**src/rtl/irq_ctrl_pkg.sv**
```systemverilog
// irq_ctrl_pkg: register map, FSM state encoding and helpers shared by the
// interrupt controller and its priority encoder.
package irq_ctrl_pkg;

   // Width of the source index carried on irq_vec and in the STAT register.
   localparam int VEC_W = 3;

   // Register map on the shared 16-bit peripheral bus.
   localparam logic [15:0] ADDR_IRQ_PEND = 16'h0040;
   localparam logic [15:0] ADDR_IRQ_EN   = 16'h0041;
   localparam logic [15:0] ADDR_IRQ_STAT = 16'h0042;
   localparam logic [15:0] ADDR_IRQ_EOI  = 16'h0043;

   typedef enum logic [1:0] {
      S_IDLE  = 2'd0,
      S_REQ   = 2'd1,
      S_INSVC = 2'd2
   } irq_state_e;

   // Byte mask with one bit set for each implemented source.
   function automatic logic [7:0] src_mask(input int num_src);
      logic [7:0] m;
      m = 8'h00;
      for (int i = 0; i < 8; i++) begin
         m[i] = (i < num_src) ? 1'b1 : 1'b0;
      end
      return m;
   endfunction

endpackage

```
**src/rtl/irq_prio_enc.sv**
```systemverilog
// irq_prio_enc: combinational fixed-priority encoder, lowest index wins.
module irq_prio_enc
   import irq_ctrl_pkg::*;
#(
   parameter int NUM_SRC = 8
) (
   input  logic [NUM_SRC-1:0] req,
   output logic               valid,
   output logic [VEC_W-1:0]   idx
);

   // Scan from the top down so the lowest set index is the last one kept.
   always_comb begin
      valid = 1'b0;
      idx   = {VEC_W{1'b0}};
      for (int i = NUM_SRC - 1; i >= 0; i--) begin
         valid = valid | req[i];
         idx   = req[i] ? VEC_W'(i) : idx;
      end
   end

endmodule

```
**src/rtl/irq_ctrl.sv**
```systemverilog
// irq_ctrl: memory-mapped interrupt controller. Latches source events into
// pending bits, masks them with an enable register and runs a
// request / ack / EOI handshake towards the CPU.
// Build option: define IRQ_EDGE_DETECT_EN to set pending bits only on rising
// source edges; by default sources are level-sensitive.
// The read-data port is named dout because 'do' is a reserved word.
module irq_ctrl
   import irq_ctrl_pkg::*;
#(
   parameter int NUM_SRC = 8
) (
   input  logic               clk,
   input  logic               rst,
   input  logic [15:0]        addr,
   input  logic               we,
   input  logic [7:0]         di,
   output logic [7:0]         dout,
   input  logic [NUM_SRC-1:0] src,
   output logic               irq,
   output logic [2:0]         irq_vec,
   input  logic               irq_ack
);

   localparam logic [7:0] SRC_MASK = src_mask(NUM_SRC);

   irq_state_e state_r;
   irq_state_e state_nxt_s;
   logic [7:0] pending_r;
   logic [7:0] pending_nxt_s;
   logic [7:0] enable_r;
   logic [7:0] set_s;
   logic [7:0] clr_s;
   logic [7:0] active_s;
   logic       irq_r;
   logic       irq_nxt_s;
   logic [2:0] vec_r;
   logic [2:0] vec_nxt_s;
   logic       win_valid_s;
   logic [2:0] win_idx_s;
   logic       pend_wr_s;
   logic       en_wr_s;
   logic       eoi_wr_s;
   logic       ack_s;
   logic       in_svc_s;

`ifdef IRQ_EDGE_DETECT_EN
   logic [NUM_SRC-1:0] src_q_r;

   // Last cycle's source levels, so a held level only fires once.
   always_ff @(posedge clk or posedge rst) begin
      if (rst) begin
         src_q_r <= {NUM_SRC{1'b0}};
      end else begin
         src_q_r <= src;
      end
   end

   assign set_s = 8'(src & ~src_q_r);
`else
   assign set_s = 8'(src);
`endif

   assign pend_wr_s = we && (addr == ADDR_IRQ_PEND);
   assign en_wr_s   = we && (addr == ADDR_IRQ_EN);
   assign eoi_wr_s  = we && (addr == ADDR_IRQ_EOI) && (state_r == S_INSVC);
   assign ack_s     = irq_ack && (state_r == S_REQ);
   assign in_svc_s  = (state_r == S_INSVC);

   // Clears are applied before sets so a new event on the same bit survives.
   assign clr_s         = (pend_wr_s ? di : 8'h00) | (ack_s ? (8'h01 << vec_r) : 8'h00);
   assign pending_nxt_s = ((pending_r & ~clr_s) | set_s) & SRC_MASK;
   assign active_s      = pending_r & enable_r;

   irq_prio_enc #(
      .NUM_SRC (NUM_SRC)
   ) u_prio (
      .req   (active_s[NUM_SRC-1:0]),
      .valid (win_valid_s),
      .idx   (win_idx_s)
   );

   // Pending/enable registers, FSM state and the registered request outputs.
   always_ff @(posedge clk or posedge rst) begin
      if (rst) begin
         pending_r <= 8'h00;
         enable_r  <= 8'h00;
         state_r   <= S_IDLE;
         irq_r     <= 1'b0;
         vec_r     <= 3'd0;
      end else begin
         pending_r <= pending_nxt_s;
         enable_r  <= en_wr_s ? (di & SRC_MASK) : enable_r;
         state_r   <= state_nxt_s;
         irq_r     <= irq_nxt_s;
         vec_r     <= vec_nxt_s;
      end
   end

   // Handshake FSM: the vector is latched on entry to S_REQ and held until ack.
   always_comb begin
      state_nxt_s = state_r;
      irq_nxt_s   = irq_r;
      vec_nxt_s   = vec_r;
      case (state_r)
         S_IDLE: begin
            if (win_valid_s) begin
               state_nxt_s = S_REQ;
               irq_nxt_s   = 1'b1;
               vec_nxt_s   = win_idx_s;
            end else begin
               state_nxt_s = S_IDLE;
            end
         end
         S_REQ: begin
            if (ack_s) begin
               state_nxt_s = S_INSVC;
               irq_nxt_s   = 1'b0;
            end else begin
               state_nxt_s = S_REQ;
            end
         end
         S_INSVC: begin
            if (eoi_wr_s) begin
               state_nxt_s = S_IDLE;
            end else begin
               state_nxt_s = S_INSVC;
            end
         end
         default: begin
            state_nxt_s = S_IDLE;
            irq_nxt_s   = 1'b0;
            vec_nxt_s   = 3'd0;
         end
      endcase
   end

   // Combinational read mux; unmapped and write-only addresses read zero.
   always_comb begin
      dout = 8'h00;
      case (addr)
         ADDR_IRQ_PEND: dout = pending_r;
         ADDR_IRQ_EN:   dout = enable_r;
         ADDR_IRQ_STAT: dout = {in_svc_s, irq_r, 3'b000, vec_r};
         default:       dout = 8'h00;
      endcase
   end

   assign irq     = irq_r;
   assign irq_vec = vec_r;

endmodule

```
**config.mk**
```make
export PLATFORM = sky130hd
export DESIGN_NAME = irq_ctrl
export DESIGN_NICKNAME = d
export VERILOG_FILES = /design/src/rtl/irq_ctrl_pkg.sv /design/src/rtl/irq_prio_enc.sv /design/src/rtl/irq_ctrl.sv
export SDC_FILE = /design/constraint.sdc
export NUM_CORES = 1
export LEC_CHECK = 0
export ABC_AREA = 0
export CAP_MARGIN = 40
export CORE_MARGIN = 2
export CORE_UTILIZATION = 45
export DETAILED_ROUTE_END_ITERATION = 12
export PLACE_DENSITY = 0.83
export SETUP_SLACK_MARGIN = 0.02
export SLEW_MARGIN = 20
export SYNTH_ARGS = -nofsm -noshare
export SYNTH_HDL_FRONTEND = slang
export SYNTH_SLANG_ARGS = --single-unit
```
**constraint.sdc**
```tcl
create_clock -name clk -period 2 [get_ports clk]
set_input_delay 0.2 -clock clk [delete_from_list [all_inputs] [get_ports clk]]
set_output_delay 0.2 -clock clk [all_outputs]
set_load 0.05 [all_outputs]
```
# [Word-level counts from Yosys, hierarchy flattened]
# Cells that the tools add are included.
[word_totals] wordCells=57 out_inout_bits=12 in_bits=36 regBits=22
[op_classes] n_bitwise=14 n_reduce_logical=9 n_shift=1 mux=20 eq_ne=8
[ops] cell="$eq A16 B7 Y1 const B" count=4
[ops] cell="$mux W3" count=9
[ops] cell="$pmux W8 S3" count=1
[ops] cell="$and A8 B8 Y8" count=2
[ops] cell="$mux W8" count=2
[ops] cell="$or A8 B8 Y8" count=2
[ops] cell="$not A8 Y8" count=1
[ops] cell="$shl A1 B3 Y8 const A" count=1
[ops] cell="$or A1 B1 Y1" count=7
[ops] cell="$pmux W2 S3" count=1
[ops] cell="$pmux W3 S2" count=1
[ops] cell="$logic_and A1 B1 Y1" count=5
[ops] cell="$mux W2" count=2
[ops] cell="$mux W1" count=3
[ops] cell="$pmux W1 S3" count=1
[ops] cell="$reduce_and A3 Y1" count=1
[ops] cell="$eq A2 B1 Y1 const B" count=1
[ops] cell="$eq A2 B2 Y1 const B" count=1
[ops] cell="$logic_not A2 Y1" count=1
[ops] cell="$ne A2 B1 Y1 const B" count=1
[ops] cell="$ne A2 B2 Y1 const B" count=1
[ops] cell="$not A1 Y1" count=2
[ops] cell="$reduce_and A2 Y1" count=1
[ops] cell="$reduce_or A2 Y1" count=1

# [Longest topological paths before layout]
# Gate-level depths: netlist of run 1.
[depth] depth_word=11 ltp_mapped=6

# [By module]
# Synthesis of run 1 repeated with hierarchy kept, for this count alone.
[unflattened] hier_cells=144 area_unflattened_um2=1422.6
[by_module_without_submodules] mod="irq_ctrl" cells_each=131 seq_area_each_um2=550.5 n_inst=1 area_per_inst_um2=1342.5
[by_module_without_submodules] mod="irq_prio_enc" cells_each=13 seq_area_each_um2=0.0 n_inst=1 area_per_inst_um2=80.1

# [Worst setup path before layout of run 1]
# No wires, ideal clock.
[synth_path] kind="input -> output" from="in addr[9]" to="out dout[1]" path_stages=5 arrival_ns=1.950 path_buffers=1 path_slack_ns=-0.150 path_cell_list="or4b_1 > clkbuf_1 > nor4_1 > a222oi_1 > inv_1"
[synth_between] elab_chain_len=2 elab_cells_between_ends=4
[synth_rtl] element="start, declared" line="irq_ctrl.sv:14" rtl="input logic [15:0] addr,"
[synth_rtl] element="$eq A16 B7 Y1" line="irq_ctrl.sv:140" rtl="case (addr)"
[synth_rtl] element="$pmux W8 S3 *" line="irq_ctrl.sv:140"
[synth_rtl] element="end, declared" line="irq_ctrl.sv:17" rtl="output logic [7:0] dout,"
# Every way passes the cells marked *; elsewhere a longest branch is shown, timed or not.

# [Worst setup path after layout of run 1]
[layout_path] from="in addr[14]" to="out dout[6]"
# Same word-level chain as after synthesis.

==> flow_summary.json, run 1 <==
{
  "peakVddDrop_uv": 339,
  "intPower_uw": 718,
  "arrival_ns": 1.74,
  "final_antenna_net_count": 0,
  "setup_tns_ns": 0,
  "num-fill-cells": 226,
  "worst_slack_ns": 0.0625,
  "status": "complete, no violations",
  "cts-root-buf": "clkbuf_4",
  "finalHoldViolations": 0,
  "holdWs_ns": 0.193,
  "dieHeight_um": 59.2,
  "dp_worst_setup_slack_ns": -0.392,
  "die-area_sq_um": 3510,
  "fin_crit_ns": 1.94,
  "cellLeakagePower_uw": 0.000980,
  "fp-row-count": 20,
  "place_congestion": 0.894,
  "finalClockSkew_ns": 0.0119,
  "syn_to_final_growth_pct": 57.6,
  "wl_um": 4170,
  "max_slew_margin_pct": 67.1,
  "post-route-drc-count": 0,
  "timing.final.crit_share_pct": 96.9,
  "drive_gt1_share_pct": 39.6,
  "die_w_um": 59.2,
  "yosysSeqAreaShare_pct": 40.1,
  "io_pins": 48,
  "power.density_nw_per_um2": 418,
  "post_layout_nonfiller_instances": 235,
  "ff_latch_area_sq_um": 551,
  "grt_max_degree": 23,
  "synth_area_sq_um": 1370,
  "power_frac_clock_pct": 38.6,
  "htree_levels": 1,
  "multi_input_area_sq_um": 822,
  "power_switching_uw": 185,
  "cts.sinks": 22,
  "cts_buffers": 3,
  "overflow": 0,
  "maxCapViolCount": 0,
  "cts_tree": "done",
  "setup_viol": 0,
  "clk_path_buf_depth": 2,
  "final_area_sq_um": 2160,
  "r2r_slack_ns": 0.38,
  "rr_worst_depth": 4,
  "fp.coreArea_sq_um": 2980,
  "nets": 243,
  "io_buffers": 47,
  "r2r_start": "pending_r[3]",
  "dp.cells": 226,
  "p_seq_share_pct": 49.2,
  "ctsHoldBuffers": 0,
  "start_kind": "primary input",
  "critPathMaxFanout": 5,
  "drtPass1Iterations": 5,
  "synth-seq-cells": 22,
  "netlist_instances": 136,
  "synth_cell_type_count": 36,
  "drv_slew": 0,
  "r2r-end": "irq_vec[0]",
  "rsz0062_at_grt": "yes",
  "fmax_ghz": 0.516,
  "worst-setup-path-type": "primary input to output pin",
  "vias": 1406,
  "start_util_pct": 46.1,
  "antenna_found_initial": 0,
  "avgSynthCellArea_sq_um": 10.1,
  "grt_pass1_vias": 1459,
  "crit_required_ns": 1.80,
  "grt_pass1_wl_um": 6840,
  "end_kind": "output pin",
  "hp-class": "primary input to asynchronous set/reset pin",
  "worstMarginPinSlew_ns": 0.492,
  "routedWlPerCell_um": 17.7,
  "initialDrtViolationCount": 141,
  "diodes": 0,
  "dpl_cell_area_sq_um": 2080,
  "combPwrFrac_pct": 12.1,
  "syn_nets": 176,
  "vias_per_cell": 5.98,
  "swShare_pct": 20.5,
  "clk_latency_ns": 0.32,
  "clk_pin_slew_ns": 0.13,
  "grt_usage_pct": 26.2,
  "detailed_place_hpwl_um": 3030,
  "yosysWarnings": 0
}
[layout by cell type (no fill, tap or decap), drive strengths merged]
master / netlist / routed
mux2: 8 / 8
o2bb2a: 1 / 1
nor4b: 1 / 1
nor4: 4 / 4
nand2b: 4 / 4
or2: 6 / 6
or4b: 3 / 3
a31o: 3 / 3
or3: 2 / 2
clkdlybuf4s50: 0 / 23
nor2: 6 / 6
nand3b: 1 / 1
a22oi: 3 / 3
clkdlybuf4s15: 0 / 3
a41o: 1 / 1
o21ai: 8 / 8
nand3: 4 / 4
a22o: 3 / 3
nor3: 1 / 1
clkbuf: 2 / 5
a31oi: 8 / 8
dfrtp: 22 / 22
a32o: 2 / 2
and3b: 1 / 1
nand4: 1 / 1
nor2b: 1 / 1
inv: 9 / 9
nand2: 14 / 14
buf: 2 / 38
or4: 2 / 2
ha: 4 / 4
a222oi: 5 / 5
a21oi: 4 / 4
bufinv: 0 / 1
[kinds of logic (layout without fill, tap and decap cells)]
kind of cell	Yosys count	in the layout	synth area share (%)
compound gates	38	38	20.1
fa+ha+maj	4	4	3.65
buf+inv	13	79	4.19
flops	22	22	40.1
mux	8	8	8.75
simple gates	51	51	23.2
[cells in the mapped netlist]
library cell	number	share of area, %
dfrtp_1	22	40
nand2_1	14	3.8
inv_1	9	2.5
a31oi_1	8	3.6
mux2_4	8	8.8
o21ai_0	8	2.9
nor2_1	6	1.6
or2_2	6	2.7
a222oi_1	5	3.6
a21oi_1	4	1.5
ha_1	4	3.6
nand3_1	4	1.5
a22o_1	3	1.9
a22oi_1	3	1.6
a31o_2	3	1.9
nand2b_1	3	1.4
a32o_1	2	1.5
clkbuf_1	2	0.55
nor4_2	2	1.8
or3_1	2	0.91
or4_1	2	1.1
or4b_2	2	1.5
a41o_1	1	0.73
and3b_1	1	0.64
buf_2	1	0.36
buf_6	1	0.82
nand2b_2	1	0.64
nand3b_1	1	0.55
nand4_1	1	0.46
nor2b_1	1	0.46
nor3_1	1	0.36
nor4_1	1	0.46
nor4_4	1	1.5
nor4b_2	1	1.1
o2bb2a_1	1	0.73
or4b_1	1	0.73
[flip-flops by register name (all words and copies together) (netlist names)]
name / flops
irq_vec: 3
enable_r: 8
irq: 1
state_r: 2
pending_r: 8
[worst max-delay path by stage]
| stage | start | to | slack [ns] | cells past startpoint |
|---|---|---|---|---|
| after detailed placement | addr[0] | dout[6] | -0.39 | 8 |
| after CTS | addr[2] | dout[6] | 0.02 | 8 |
| after global routing | addr[8] | dout[6] | 0.02 | 7 |
| final | addr[14] | dout[6] | 0.06 | 7 |
| after global placement | addr[1] | dout[6] | -0.32 | 7 |
| after floorplan | addr[9] | enable_r[0] | -0.01 | 6 |
[per-stage QoR]
stage / power (uW) / util [%]
floorplan: 473 / -
global placement: 558 / 69.7
detailed placement: 561 / 69.7
CTS: 906 / 73.6
global route: 942 / 72.6
finish: 904 / 72.6
[repair_timing]
action | in CTS | in global routing
gates cloned | 0 | 0
setup buffers | 7 | 1
pin swaps | 7 | 5
gates resized for setup | 61 | 5
setup endpoints to repair | 16 | 8
[layer usage]
layer	track usage (%)	share of wire, %	vias up	wire length [um]
li1	-	-	653	-
met4	12.7	1.3	0	55
met2	44.9	53	80	2190
met1	31.3	37	667	1520
met5	0	0	-	0
met3	4.80	9.5	6	396
[final cells by class]
class	instances	area share, %
Multi-Input combinational cell	101	38.0
Timing Repair Buffer	66	30.7
Sequential cell	22	25.4
Tap cell	33	1.91
Inverter	9	1.56
Clock inverter	1	1.39
Clock buffer	3	1.04
[critical path, cell delays in order]
cell,delay [ns]
buf_2,0.10
or4_4,0.59
nor4_4,0.32
buf_4,0.19
a222oi_1,0.11
inv_2,0.09
buf_12,0.13
[power by group through the flow]
stage / Combinational, uW / Sequential [uW] / Clock [uW]
3_5_place_dp: 107 / 453 / 0
3_3_place_gp: 105 / 453 / 0
4_1_cts: 112 / 445 / 349
5_1_grt: 118 / 445 / 379
2_1_floorplan: 19.3 / 453 / 0
6_report: 110 / 445 / 349
(Power assumes the default switching activity.)
==> run 2: changes to the inputs <==
--- a/config.mk
+++ b/config.mk
@@ -8,9 +8,9 @@
 export ABC_AREA = 0
 export CAP_MARGIN = 40
 export CORE_MARGIN = 2
-export CORE_UTILIZATION = 45
+export CORE_UTILIZATION = 40
 export DETAILED_ROUTE_END_ITERATION = 12
-export PLACE_DENSITY = 0.83
+export PLACE_DENSITY = 0.78
 export SETUP_SLACK_MARGIN = 0.02
 export SLEW_MARGIN = 20
 export SYNTH_ARGS = -nofsm -noshare
==> constraint.sdc (replaced) <==
create_clock -name clk -period 1.6 [get_ports clk]
set_input_delay 0.16 -clock clk [delete_from_list [all_inputs] [get_ports clk]]
set_output_delay 0.16 -clock clk [all_outputs]
set_load 0.05 [all_outputs]
==> run 2 against run 1 <==
Net effect:
- the flow now finishes with violations (setup timing)
- power grew 13%
- sequential share of layout area shrank 1.8 points
- final area grew 7.8%
- utilization shrank 2.2 points
- cell count grew 9.4%
- via count grew 6.5%
- sequential power grew 25%
- critical path depth is the same
- largest power group unchanged
- highest routed layer unchanged
==> flow_summary.json, run 2 (same netlist as run 1, synthesis figures left out) <==
{
  "initialDrtViolationCount": 113,
  "clk_path_buf_depth": 2,
  "htree_levels": 1,
  "status": "complete, but fails checks",
  "grt_usage_pct": 24.6,
  "cts.sinks": 22,
  "finalHoldViolations": 0,
  "die_w_um": 62.6,
  "rsz0062_at_grt": "yes",
  "grt_max_degree": 23,
  "drive_gt1_share_pct": 49.8,
  "diodes": 0,
  "cts_tree": "done",
  "post-route-drc-count": 0,
  "start_kind": "primary input",
  "final_area_sq_um": 2330,
  "max_slew_margin_pct": 69.7,
  "peakVddDrop_uv": 215,
  "clk_pin_slew_ns": 0.15,
  "num-fill-cells": 251,
  "r2r_slack_ns": -0.06,
  "place_congestion": 0.864,
  "cts_buffers": 3,
  "crit_chain": "buf_6 > or4_4 > nor4b_4 > buf_6 > a222oi_1 > inv_2 > buf_12",
  "dpl_cell_area_sq_um": 2170,
  "grt_pass1_vias": 1639,
  "die-area_sq_um": 3920,
  "overflow": 0,
  "worst-setup-path-type": "primary input to output pin",
  "setup_tns_ns": -2.66,
  "fp.coreArea_sq_um": 3310,
  "arrival_ns": 1.70,
  "power.density_nw_per_um2": 439,
  "cellLeakagePower_uw": 0.00107,
  "rr_worst_depth": 5,
  "maxCapViolCount": 0,
  "detailed_place_hpwl_um": 3290,
  "critPathMaxStageDelay_ns": 0.59,
  "antenna_found_initial": 0,
  "grt_pass1_wl_um": 7710,
  "vias_per_cell": 5.82,
  "final_cell_mix": "buf_4, dfrtp_1, clkdlybuf4s50_1, nand2_1",
  "worstMarginPinSlew_ns": 0.455,
  "start_util_pct": 41.5,
  "layout_commonest_cell": "buf_4",
  "end_kind": "output pin",
  "final_antenna_net_count": 0,
  "dieHeight_um": 62.6,
  "crit_top_cell": "buf_6",
  "total_power_uw": 1020,
  "io_buffers": 47,
  "vias": 1497,
  "critPathMaxFanout": 8,
  "routedWlPerCell_um": 18.3,
  "fp-row-count": 21,
  "fin_crit_ns": 1.86,
  "timing.final.crit_share_pct": 116,
  "cts-root-buf": "clkbuf_4",
  "post_layout_nonfiller_instances": 257,
  "wl_um": 4710,
  "hp-class": "primary input to asynchronous set/reset pin",
  "drtPass1Iterations": 5,
  "slowest_stage": "or4_4",
  "violations": "setup timing",
  "io_pins": 48,
  "fmax_ghz": 0.537,
  "worst_slack_ns": -0.262,
  "cp_top_family": "simple AND/OR/NAND/NOR gates",
  "crit_cells": 7,
  "drv_slew": 0,
  "dp.cells": 243,
  "nets": 252,
  "path_buf_inv": 4,
  "setup_viol": 26,
  "clk_latency_ns": 0.33,
  "crit_required_ns": 1.44,
  "syn_to_final_growth_pct": 69.9,
  "finalClockSkew_ns": 0.0155
}
run 2: tightest hold or removal path: cells and delay by family:
family                 cells  cell delay (ns)
buffers and inverters      3             0.74
run 2: final cells by class:
cell class	instances	area (sq um)	area share [%]
clock buffer	4	36.3	1.56
inverter	9	33.8	1.45
multi-input combinational	101	935	40.1
sequential	22	551	23.6
tap	46	57.6	2.47
timing repair buffer	75	719	30.8
run 2: where the power goes:
part           switching, uW  total (uW)  internal, uW
logic                   50.7         133          82.6
clock network            195         334           139
registers             0.0935         556           556
total                    246        1020           778
run 2: through the flow:
step	util, %	setup slack [ns]	hold slack, ns
after detailed placement	65.4	-0.661	0.542
after floorplan	-	-0.322	0.149
final	70.4	-0.262	0.158
after global placement	65.4	-0.628	0.515
after global routing	70.4	-0.295	0.208
after CTS	69.3	-0.293	0.181
run 2: timing repair:
item / CTS / global route
endpoints found under the setup margin: 28 / 30
gates cloned: 1 / 0
setup buffers: 7 / 5
hold buffers: 0 / 0
gates resized for setup: 56 / 21
pin swaps: 15 / 18
run 2: final timing paths:
| check | start | end |
|---|---|---|
| setup / recovery | addr[13] | dout[1] |
| hold / removal | rst | irq_vec[1] |
| setup reg to reg | pending_r[2] | irq |
| hold reg to reg | enable_r[0] | enable_r[0] |
| max in group asynchronous | rst | enable_r[2] |
| min in group clk | addr[0] | state_r[1] |
run 2: layer usage:
layer / wire length, um / track usage [%] / vias up
met3: 485 / 5.05 / 19
met2: 2360 / 43.5 / 118
met4: 184 / 10.3 / 0
met1: 1680 / 28.7 / 694
li1: - / - / 666
met5: 0 / 0 / -
